## config.mk

```make
export PLATFORM = sky130hd
export DESIGN_NAME = simd_alu_pipe
export DESIGN_NICKNAME = d
export VERILOG_FILES = /design/src/rtl/simd_pkg.sv /design/src/rtl/simd_lane.sv /design/src/rtl/simd_alu_pipe.sv
export SDC_FILE = /design/constraint.sdc
export NUM_CORES = 1
export LEC_CHECK = 0
export CAP_MARGIN = 10
export CORE_AREA = 4 4 225 161
export DETAILED_ROUTE_END_ITERATION = 10
export DIE_AREA = 0 0 229 165
export PLACE_DENSITY = 0.78
export SETUP_SLACK_MARGIN = 0.15
export SLEW_MARGIN = 20
export SYNTH_ARGS = -nofsm -noshare
export SYNTH_HDL_FRONTEND = slang
export SYNTH_SLANG_ARGS = --single-unit
```

## constraint.sdc

```tcl
create_clock -name clk -period 5 [get_ports clk]
set_clock_uncertainty 0.2 [all_clocks]
set_input_delay 1 -clock clk [delete_from_list [all_inputs] [get_ports clk]]
set_output_delay 1 -clock clk [all_outputs]
set_load 0.01 [all_outputs]
```

## src/rtl/simd_pkg.sv

```systemverilog
// Shared definitions for the SIMD ALU pipeline: opcode width and opcode values.
package simd_pkg;

    localparam int unsigned OP_W = 3;

    localparam logic [OP_W-1:0] OP_ADD   = 3'd0;  // wrapping add
    localparam logic [OP_W-1:0] OP_SUB   = 3'd1;  // wrapping subtract a-b
    localparam logic [OP_W-1:0] OP_ADDUS = 3'd2;  // unsigned saturating add
    localparam logic [OP_W-1:0] OP_SUBUS = 3'd3;  // unsigned saturating subtract, floor 0
    localparam logic [OP_W-1:0] OP_ADDSS = 3'd4;  // signed saturating add
    localparam logic [OP_W-1:0] OP_SUBSS = 3'd5;  // signed saturating subtract
    localparam logic [OP_W-1:0] OP_MAXU  = 3'd6;  // unsigned maximum
    localparam logic [OP_W-1:0] OP_MINU  = 3'd7;  // unsigned minimum

endpackage

```

## src/rtl/simd_lane.sv

```systemverilog
// One combinational ALU lane.
// Ports: op (operation), en (lane mask bit), a/b (operands) -> y (result), sat (result was clamped).
// A disabled lane passes a through with sat=0.
module simd_lane
    import simd_pkg::*;
#(
    parameter int unsigned WIDTH = 8
) (
    input  logic [OP_W-1:0]  op,
    input  logic             en,
    input  logic [WIDTH-1:0] a,
    input  logic [WIDTH-1:0] b,
    output logic [WIDTH-1:0] y,
    output logic             sat
);

    localparam int unsigned MSB = WIDTH - 1;

    logic [WIDTH:0]   sum;
    logic [WIDTH:0]   dif;
    logic             ovf_add_s;
    logic             ovf_sub_s;
    logic [WIDTH-1:0] s_max;
    logic [WIDTH-1:0] s_min;
    logic [WIDTH-1:0] s_clamp;

    // One extra bit holds the unsigned carry (add) or borrow (sub).
    assign sum = {1'b0, a} + {1'b0, b};
    assign dif = {1'b0, a} - {1'b0, b};

    // Signed overflow: result sign disagrees with a when the operation could not change it.
    assign ovf_add_s = (a[MSB] == b[MSB]) && (sum[MSB] != a[MSB]);
    assign ovf_sub_s = (a[MSB] != b[MSB]) && (dif[MSB] != a[MSB]);

    assign s_max   = {1'b0, {(WIDTH-1){1'b1}}};
    assign s_min   = {1'b1, {(WIDTH-1){1'b0}}};
    // On signed overflow the true result lies on the side of a's sign.
    assign s_clamp = a[MSB] ? s_min : s_max;

    // Per-operation result and clamp flag.
    always_comb begin
        y   = a;
        sat = 1'b0;
        if (en) begin
            case (op)
                OP_ADD:   y = sum[WIDTH-1:0];
                OP_SUB:   y = dif[WIDTH-1:0];
                OP_ADDUS: begin
                    sat = sum[WIDTH];
                    y   = sum[WIDTH] ? {WIDTH{1'b1}} : sum[WIDTH-1:0];
                end
                OP_SUBUS: begin
                    sat = dif[WIDTH];
                    y   = dif[WIDTH] ? {WIDTH{1'b0}} : dif[WIDTH-1:0];
                end
                OP_ADDSS: begin
                    sat = ovf_add_s;
                    y   = ovf_add_s ? s_clamp : sum[WIDTH-1:0];
                end
                OP_SUBSS: begin
                    sat = ovf_sub_s;
                    y   = ovf_sub_s ? s_clamp : dif[WIDTH-1:0];
                end
                OP_MAXU:  y = (a >= b) ? a : b;
                OP_MINU:  y = (a <= b) ? a : b;
                default:  y = a;
            endcase
        end
    end

endmodule

```

## src/rtl/simd_alu_pipe.sv

```systemverilog
// Two-stage pipelined SIMD ALU with valid/ready handshakes on both sides.
// Ports: clk, rst (sync, active-high); in_valid/in_ready/in_op/in_mask/in_a/in_b (operand bundle);
//        out_valid/out_ready/out_y/out_sat (result bundle); sat_sticky/sat_clear (saturation history).
// Stage 1 registers the operand bundle, stage 2 registers the lane results.
module simd_alu_pipe
    import simd_pkg::*;
#(
    parameter int unsigned LANES = 8,
    parameter int unsigned WIDTH = 8
) (
    input  logic                   clk,
    input  logic                   rst,
    input  logic                   in_valid,
    output logic                   in_ready,
    input  logic [OP_W-1:0]        in_op,
    input  logic [LANES-1:0]       in_mask,
    input  logic [LANES*WIDTH-1:0] in_a,
    input  logic [LANES*WIDTH-1:0] in_b,
    output logic                   out_valid,
    input  logic                   out_ready,
    output logic [LANES*WIDTH-1:0] out_y,
    output logic [LANES-1:0]       out_sat,
    output logic                   sat_sticky,
    input  logic                   sat_clear
);

    logic                   s1_valid;
    logic [OP_W-1:0]        s1_op;
    logic [LANES-1:0]       s1_mask;
    logic [LANES*WIDTH-1:0] s1_a;
    logic [LANES*WIDTH-1:0] s1_b;

    logic                   adv1;
    logic                   adv2;
    logic [LANES*WIDTH-1:0] lane_y;
    logic [LANES-1:0]       lane_sat;

    // Stage 2 may load when empty or being drained; stage 1 when empty or stage 2 moves.
    assign adv2     = !out_valid || out_ready;
    assign adv1     = !s1_valid || adv2;
    assign in_ready = adv1;

    // Lane array; lanes share nothing, so no carry crosses a lane boundary.
    for (genvar i = 0; i < int'(LANES); i++) begin : g_lane
        simd_lane #(
            .WIDTH (WIDTH)
        ) u_lane (
            .op  (s1_op),
            .en  (s1_mask[i]),
            .a   (s1_a[i*WIDTH +: WIDTH]),
            .b   (s1_b[i*WIDTH +: WIDTH]),
            .y   (lane_y[i*WIDTH +: WIDTH]),
            .sat (lane_sat[i])
        );
    end

    // Stage 1 payload; only loads on an actual transfer, otherwise holds (possibly stale).
    always_ff @(posedge clk) begin
        if (adv1 && in_valid) begin
            s1_op   <= in_op;
            s1_mask <= in_mask;
            s1_a    <= in_a;
            s1_b    <= in_b;
        end
    end

    // Stage valids and stage 2 result registers.
    always_ff @(posedge clk) begin
        if (rst) begin
            s1_valid  <= 1'b0;
            out_valid <= 1'b0;
            out_y     <= '0;
            out_sat   <= '0;
        end else begin
            if (adv1) begin
                s1_valid <= in_valid;
            end
            if (adv2) begin
                out_valid <= s1_valid;
                if (s1_valid) begin
                    out_y   <= lane_y;
                    out_sat <= lane_sat;
                end
            end
        end
    end

    // Saturation history: set only when a clamped bundle is actually taken; clear dominates.
    always_ff @(posedge clk) begin
        if (rst) begin
            sat_sticky <= 1'b0;
        end else if (sat_clear) begin
            sat_sticky <= 1'b0;
        end else if (out_valid && out_ready && (|out_sat)) begin
            sat_sticky <= 1'b1;
        end
    end

endmodule
```

==> out/qor.txt, run 1 <==
DP Worst Slack: 0.695 ns
CTS tree: built
Crit path largest cell delay: 0.53 ns
Die Y: 165 um
Resized Gates After CTS: 0
Post CTS Setup Buffer Count: 0
Number of DRC markers in iteration 0: 2059
Synth warn: 0
Max-slew violation count: 0
Layout Cells excl Fill: 2671
PortBufs: 218
Reg-to-reg critical path endpoint: out_y[18]$_SDFFE_PP0P_
Synthesized Nets: 2334
Mean Syn Cell Area: 8.59 sq um
TritonCTS Buffers: 24
GR peak layer: met2
Met3 Usage GRT: 7.09%
Area Overhead vs Synth: 19.9%
#FFs+latches synth: 214
Asr flop ratio synth: 0%
Worst-skew pair later-pin latency: 0.56 ns
Critical Path End Type: flop
Most frequent cells in the layout: clkdlybuf4s50_1 (217), nor2_1 (186), a21oi_1 (157), nand2_1 (157), o21ai_0 (143)
Cell chain of the critical path: inv_1, ha_1, nor2b_1, o31a_1, o21ai_0, nand2b_1, a21o_1, a21oi_1, fa_1, a311o_1, o211ai_1, nand2b_1, a21o_1, a21boi_0, o41ai_1, a211oi_1
Initial antenna violation count: 0
Endpoints failing hold: 0
H-Tree Depth: 1
Root Driver: clkbuf_16
Synth Flop Type: edfxtp_1
Min-delay src: out_y[36]$_SDFFE_PP0P_
Hold Path Class: flop to flop
Synthesized area: 17500 sq um
Final setup viols: 0
Die Footprint: 37800 sq um
Number of synthesized flops with an enable pin: 139
Final net count: 2507
Hold depth: 2
# diodes: 0
Reg2Reg Depth: 16
CP arrival: 4.70 ns
Critical Path RT: 5.28 ns
RSZ-0062 raised after global routing: false
Slew headroom: 28.4%
Max-Cap Viols: 0
Largest delay contributor family on the critical path: compound AO/OA/AOI/OAI gates
Hold-fix buffers at CTS: 0
First-pass GRT wire length: 96500 um
Worst Path Buf+Inv: 1
Sink Count: 214
Initial Util: 51.2%
Post-route ant nets: 0
Met2 Usage GRT: 49.3%
Critical R2R Launch: s1_b[17]$_DFFE_PP_
End of the worst hold path: out_y[36]$_SDFFE_PP0P_
Worst slew pin tran: 1.07 ns
Drt first pass iters: 6
Placer congestion estimate: 1.05
Vias per cell: 6.61
F_max: 0.226 GHz
Distinct cells, synth: 103
DRC errors left: 0
P_leak: 8.10 nW
Vias in the first global route: 16700
Share of layout cells above drive strength 1: 6.01%
Wirelength per Cell: 23.8 um
VDD IR-drop max: 0.000292 V
CP max FO: 9
Final period util: 88.5%
Post-DP HPWL: 46300 um
Flop2flop setup slack: 0.57 ns
# placed instances: 2627
Slowest cell on the critical path: fa_1
Commonest non-fill, non-tap cell in the layout: clkdlybuf4s50_1
CTS max path bufs: 3
Status: finished clean
Total Routed Length: 63700 um
Largest net degree at the start of global routing: 59
Core Rows: 57
Pwr dens: 279 nW/um^2
Clk slew on worst S/H paths: 0.07 ns
Worst Setup Slack, final: 0.574 ns
Period minus WS final: 4.43 ns
CP startpoint kind: flop
Total gr overflow: 0
Gate Count Post-Synth: 2038
Core Area: 34200 sq um
Register area share after synthesis: 32.4%
Vias: 17600
CP Class: flop to flop
Die span in x: 229 um
GR Util met1: 45.7%
Total GRT Usage: 32.2%
Setup_tns: 0 ns
Ports: 219
cells in the mapped netlist (all sizes together) (12+ instances only):
master	n	area, sq um
or3	22	138
o211ai	34	255
nand2	157	589
inv	136	510
a2111oi	12	136
nor2	191	722
nor4	15	93.8
a31oi	33	221
nor3	44	241
nor2b	30	195
xnor2	41	359
mux2i	18	180
dfxtp	75	1500
nand3	45	225
o21bai	13	97.6
o21a	16	120
o21ai	157	790
nand4	18	113
buf	34	174
xor2	31	272
fa	24	480
a221oi	35	325
a211oi	46	365
edfxtp	139	4170
a21oi	159	803
ha	128	1600
a311oi	18	164
a21o	31	234
nand2b	37	231
clkbuf	79	297
area by class of cell:
cell class                      count  area (sq um)
Timing Repair Buffer              260          2500
Clock inverter                     11           168
Multi-Input combinational cell   1575         10900
Sequential cell                   214          5680
Inverter                          136           510
Tap cell                          442           553
Fill cell                        2964         13200
Clock buffer                       33           707
worst max-delay path by stage:
stage                        from                endpoint  slack [ns]  depth (start not counted)
6_report       s1_b[17]$_DFFE_PP_  out_y[18]$_SDFFE_PP0P_        0.57                         16
5_1_grt        s1_b[17]$_DFFE_PP_  out_y[18]$_SDFFE_PP0P_        0.29                         16
4_1_cts        s1_b[17]$_DFFE_PP_  out_y[18]$_SDFFE_PP0P_        0.66                         16
3_5_place_dp   s1_b[17]$_DFFE_PP_  out_y[18]$_SDFFE_PP0P_        0.69                         16
3_3_place_gp   s1_b[17]$_DFFE_PP_  out_y[18]$_SDFFE_PP0P_        0.80                         16
2_1_floorplan   s1_b[9]$_DFFE_PP_   out_y[9]$_SDFFE_PP0P_        1.08                         13
registers in the layout, summed over array words and instances, names as in the netlist:
register / count
s1_valid: 1
out_sat: 8
sat_sticky: 1
out_y: 64
s1_mask: 8
s1_b: 64
s1_a: 64
s1_op: 3
out_valid: 1
report_power, final:
group | internal (mW) | switching, mW | total (mW) | leakage, nW
combinational | 0.714 | 1.01 | 1.72 | 5.70
clock | 1.20 | 0.789 | 1.99 | 0.423
sequential | 2.00 | 0.139 | 2.14 | 1.97
total | 3.91 | 1.94 | 5.85 | 8.10
per-layer routing:
layer / up-vias / share of wire (%)
met5: - / 0
met4: 0 / 3.3
met3: 154 / 12
met2: 1139 / 43
met1: 8398 / 42
li1: 7956 / -
worst min-delay path, stage by stage (launching register included):
cell and delay, ns:
dfxtp_1 0.31, nand2_1 0.05, o21ai_1 0.05
metrics by stage:
step | cell area, sq um | total power [mW] | utilization (%) | hold slack [ns]
after global routing | 21000 | 6.10 | 61.3 | 0.279
final | 21000 | 5.85 | 61.3 | 0.252
after detailed placement | 20100 | 3.83 | 58.8 | 0.248
after floorplan | 17500 | 3.24 | - | 0.271
after global placement | 20100 | 3.81 | 58.8 | 0.245
after CTS | 21000 | 5.83 | 61.3 | 0.256
cells by family after synthesis:
family,Yosys count,share of synthesized area (%)
simple gates,613,16.9
flops,214,32.4
xor+xnor,72,3.60
mux,25,1.48
buf+inv,249,5.60
fa+ha+maj,152,11.9
compound gates,713,28.2
No activity file was read; power rests on OpenSTA's default activity.
==> run 2, diff against run 1 <==
REMOVE_ABC_BUFFERS = 1   (was default)
==> run 2 against run 1 <==
Effect of this change:
- fmax decreased by 0.27%
- cell count increased by 0.19%
- clock power about the same
- register-to-register slack about the same
- first-iteration DRC count increased by 3.6%
- clock-buffer cell count decreased by 2
- global-route usage increased by 0.34 points
- sequential power about the same
- routed wire length increased by 0.66%
- power increased by 0.40%
- combinational power about the same
- highest routed layer unchanged
==> out/qor.txt, run 2 (same netlist as run 1, synthesis figures left out) <==
CTS tree: built
Die Y: 165 um
CP startpoint kind: flop
Vias in the first global route: 16900
Layout Cells excl Fill: 2676
VDD IR-drop max: 0.000261 V
Area Overhead vs Synth: 20.2%
FILL cells: 2985
Core Area: 34200 sq um
Hold-fix buffers at CTS: 0
TritonCTS Buffers: 24
H-Tree Depth: 1
Slowest cell on the critical path: fa_1
Largest net degree at the start of global routing: 51
Drt first pass iters: 7
Final Cell Area: 21000 sq um
# diodes: 0
Max-Cap Viols: 0
P_int: 3.93 mW
Most frequent cells in the layout: clkdlybuf4s50_1 (217), nor2_1 (185), a21oi_1 (157), nand2_1 (157), o21ai_0 (143)
CP arrival: 4.72 ns
Sw frac: 33.0%
Commonest non-fill, non-tap cell in the layout: clkdlybuf4s50_1
Total GRT Usage: 32.5%
Final net count: 2512
CTS max path bufs: 3
P_leak: 8.12 nW
Final core occ: 61.5%
Initial antenna violation count: 0
Placer congestion estimate: 0.975
Cell chain of the critical path: inv_1, ha_1, nor2b_1, o31a_1, o21ai_0, nand2b_1, a21o_1, a21oi_1, fa_1, a311o_1, o211ai_1, nand2b_1, a21o_1, a21boi_0, o41ai_1, a211oi_1
Hold Path Class: flop to flop
Placed Area: 20200 sq um
Endpoints failing hold: 0
Max-slew violation count: 0
Share of layout cells above drive strength 1: 6.22%
Status: finished clean
PortBufs: 218
Combinational group share of total power: 29.6%
Setup_tns: 0 ns
Ports: 219
Die Footprint: 37800 sq um
Wirelength per Cell: 24.0 um
Total Routed Length: 64100 um
First-pass GRT wire length: 97600 um
Crit path largest cell delay: 0.52 ns
Sink Count: 214
Number of DRC markers in iteration 0: 2134
Pwr dens: 279 nW/um^2
Slew headroom: 25.2%
Clk slew on worst S/H paths: 0.07 ns
Initial Util: 51.2%
Final setup viols: 0
Flop2flop setup slack: 0.56 ns
Critical Path RT: 5.28 ns
P_sw: 1.94 mW
Resized Gates After CTS: 0
DRC errors left: 0
Worst-skew pair later-pin latency: 0.56 ns
Reg power frac: 36.3%
Post-route ant nets: 0
Final period util: 88.8%
Root Driver: clkbuf_16
CP max FO: 9
Vias: 17600
CP Class: flop to flop
# placed instances: 2632
Worst slew pin tran: 1.11 ns
Period minus WS final: 4.44 ns
Die span in x: 229 um
Core Rows: 57
Biggest regs: out_y (64), s1_a (64), s1_b (64)
Total gr overflow: 0
Vias per cell: 6.58
Post-DP HPWL: 46400 um
Post CTS Setup Buffer Count: 0
RSZ-0062 raised after global routing: false
F_max: 0.225 GHz
Clock network power share: 34.1%
Critical Path End Type: flop
run 2: per-layer routing:
layer  share of wire (%)  vias to the layer above  global-route usage, %
li1                    -                     7956                      -
met4                 3.9                        0                   10.6
met3                  11                      188                   7.26
met5                   0                        -                      0
met1                  43                     8335                   45.9
met2                  42                     1122                   49.6
run 2: power groups by stage:
stage	registers [mW]	clock network [mW]	logic, mW
detailed placement	2.17	0	1.67
global placement	2.16	0	1.66
finish	2.13	2.00	1.74
floorplan	2.15	0	1.06
CTS	2.13	2.02	1.69
global route	2.15	2.09	1.87
run 2: final timing paths:
kind / to / startpoint / cells past startpoint
worst max-delay path: out_y[18]$_SDFFE_PP0P_ / s1_b[17]$_DFFE_PP_ / 16
worst min-delay path: out_y[35]$_SDFFE_PP0P_ / out_y[35]$_SDFFE_PP0P_ / 2
worst max register to register: out_y[18]$_SDFFE_PP0P_ / s1_b[17]$_DFFE_PP_ / 16
worst min register to register: out_y[35]$_SDFFE_PP0P_ / out_y[35]$_SDFFE_PP0P_ / 2
run 2: layout make-up:
cell class / count / area [sq um] / area share [%]
tap: 442 / 553 / 2.63
timing repair buffer: 265 / 2540 / 12.1
inverter: 136 / 510 / 2.43
sequential: 214 / 5680 / 27.0
multi-input combinational: 1575 / 10900 / 51.7
clock inverter: 13 / 199 / 0.945
clock buffer: 31 / 678 / 3.22
run 2: stage by stage:
stage                     hold WS (ns)  setup WS [ns]  total power, mW
after CTS                        0.261          0.673             5.84
after global routing             0.277          0.323             6.11
after floorplan                  0.273         -0.134             3.22
after detailed placement         0.247          0.680             3.84
final                            0.257          0.562             5.87
after global placement           0.243          0.818             3.82
run 2: critical path, delay by kind of cell, from the launching register on:
family          cells  cell delay (ns)
compound gates     10             2.30
fa+ha+maj           2             0.87
flops               1             0.46
simple gates        3             0.40
buf+inv             1             0.12
==> run 3, diff against run 2 <==
CORE_AREA = 4 4 239 171   (was 4 4 225 161)
DIE_AREA = 0 0 243 175   (was 0 0 229 165)
SYNTH_HIERARCHICAL = 1   (was default)
==> run 3 against run 2 <==
Effect of this change:
- via count grew 9.6%
- non-clock buffer count is 26 lower
- design area rose by 10%
- worst hold slack improved by 0.015 ns
- critical path type unchanged
==> out/qor.txt, run 3 <==
Synth top area cells: edfxtp_1 (21%), ha_1 (7.9%), dfxtp_1 (7.4%)
GR peak layer: met1
Initial antenna violation count: 6
Vias: 19300
Met3 Usage GRT: 7.52%
Placer congestion estimate: 0.998
Share of layout cells above drive strength 1: 9.15%
Core Area: 38300 sq um
Vias in the first global route: 18200
F_max: 0.217 GHz
Met2 Usage GRT: 43.6%
Synth top area share: 20.6%
Most frequent cells in the layout: clkdlybuf4s50_1 (217), a21oi_1 (210), nor2_1 (141)
Yosys top cell by area: edfxtp_1
Endpoints failing hold: 0
Post-DP HPWL: 48600 um
Period minus WS final: 4.61 ns
Biggest regs: out_y (64), s1_a (64), s1_b (64)
Final setup viols: 0
Distinct cells, synth: 109
Number of synthesized flops with an enable pin: 139
Sink Count: 214
Initial Util: 53.0%
Post-route ant nets: 0
Root Driver: clkbuf_16
Drt first pass iters: 6
Hold WS: 0.272 ns
Total Routed Length: 67100 um
DRC errors left: 0
Total gr overflow: 0
Number of DRC markers in iteration 0: 2586
Wirelength per Cell: 22.9 um
Worst slew pin tran: 1.15 ns
Die span in x: 243 um
Core Rows: 60
Status: finished clean
GR Util met1: 44.7%
Largest net degree at the start of global routing: 76
Area Overhead vs Synth: 14.4%
Synth Flop Type: edfxtp_1
Hold depth: 2
Total GRT Usage: 30.1%
H-Tree Depth: 1
Die Y: 175 um
CTS tree: built
Final core occ: 60.6%
Hold-fix buffers at CTS: 0
Register area: 5680 sq um
Register area share after synthesis: 28.0%
Pwr dens: 261 nW/um^2
Asr flop ratio synth: 0%
RSZ-0062 raised after global routing: false
CP arrival: 4.89 ns
Hold Path Class: flop to flop
Final period util: 92.3%
Commonest non-fill, non-tap cell in the layout: clkdlybuf4s50_1
Slew headroom: 22.6%
Max-Cap Viols: 0
FILL cells: 3270
CP max FO: 9
#FFs+latches synth: 214
Gate Count Post-Synth: 2286
VDD IR-drop max: 0.000267 V
Vias per cell: 6.59
Max-slew violation count: 0
# placed instances: 2873
First-pass GRT wire length: 104000 um
Die Footprint: 42500 sq um
CP startpoint kind: flop
Critical Path End Type: flop
CTS max path bufs: 3
Cell with the most instances after synthesis: a21oi_1
PortBufs: 218
CP Class: flop to flop
Top cells by count, synth: a21oi_1 (210), nor2_1 (141), edfxtp_1 (139)
Reg2Reg Depth: 15
Layout Cells excl Fill: 2927
Mean Syn Cell Area: 8.88 sq um
Synthesized area: 20300 sq um
Critical Path RT: 5.28 ns
Ports: 219
Final net count: 2702
P_leak: 8.72 nW
Synth warn: 6
Multi-input logic area: 13200 sq um
Worst-skew pair later-pin latency: 0.57 ns
Clk slew on worst S/H paths: 0.06 ns
TritonCTS Buffers: 25
## run 3: cells by family (layout without fill, tap and decap cells)
| family | after synthesis | count (layout) | synth area share, % |
|---|---|---|---|
| adders and majority gates | 152 | 152 | 10.3 |
| other | 0 | 6 | 0 |
| buffers and inverters | 270 | 409 | 7.18 |
| DFF | 214 | 214 | 28.0 |
| muxes | 28 | 28 | 1.76 |
| xor gates and xnor gates | 82 | 82 | 3.54 |
| AOI/OAI and AO/OA | 775 | 775 | 28.5 |
| and+or+nand+nor | 765 | 765 | 20.7 |
## run 3: path summary, 6_finish.rpt
| kind | startpoint | slack [ns] | to |
|---|---|---|---|
| worst max-delay path | s1_a[10]$_DFFE_PP_ | 0.39 | out_y[14]$_SDFFE_PP0P_ |
| worst min register to register | out_y[29]$_SDFFE_PP0P_ | 0.27 | out_y[29]$_SDFFE_PP0P_ |
| worst max register to register | s1_a[10]$_DFFE_PP_ | 0.39 | out_y[14]$_SDFFE_PP0P_ |
| worst min-delay path | out_y[29]$_SDFFE_PP0P_ | 0.27 | out_y[29]$_SDFFE_PP0P_ |
## run 3: what timing repair did
| action | 4_1_cts | 5_1_grt |
|---|---|---|
| resized for setup | 0 | 1 |
| hold endpoints to repair | 0 | 0 |
| endpoints found under the setup margin | 0 | 1 |
| buffers inserted | 0 | 2 |
## run 3: power by group
group / internal [mW] / total [mW] / switching (mW) / leakage, nW
Combinational: 0.856 / 2.03 / 1.17 / 6.34
Clock: 1.11 / 1.90 / 0.788 / 0.414
Sequential: 2.00 / 2.13 / 0.128 / 1.97
## run 3: final cells by class
cell class | instances | share of cell area, %
antenna | 6 | 0.0647
clock buffer | 38 | 3.27
clock inverter | 8 | 0.378
inverter | 124 | 2.01
multi-input combinational | 1802 | 56.8
sequential | 214 | 24.5
tap | 496 | 2.67
timing repair buffer | 239 | 10.3
## run 3: critical path: stages, from the launching register on
cell	delay, ns
edfxtp_1	0.46
ha_2	0.39
and3b_1	0.23
nor2_1	0.18
o21ai_0	0.18
a21o_1	0.22
a21oi_1	0.20
fa_1	0.49
nand2b_1	0.22
or4_4	0.48
o311a_1	0.18
a2111oi_4	0.44
a2111oi_2	0.11
a221oi_2	0.28
nand3_1	0.11
a21oi_1	0.16
## run 3: layer usage
metal	routed length, um	up-vias
met2	27900	1032
li1	-	8838
met4	1760	0
met3	7100	132
met5	0	-
met1	30400	9288
## run 3: stage by stage
stage          worst slack (ns)  cell area (sq um)  power, mW  setup TNS, ns
2_1_floorplan            -0.501              19300       3.49         -69.67
6_report                  0.387              23200       6.05              0
3_5_place_dp              0.441              22300       4.13              0
5_1_grt                   0.172              23200       6.35              0
4_1_cts                   0.397              23200       6.04              0
3_3_place_gp              0.597              22300       4.10              0
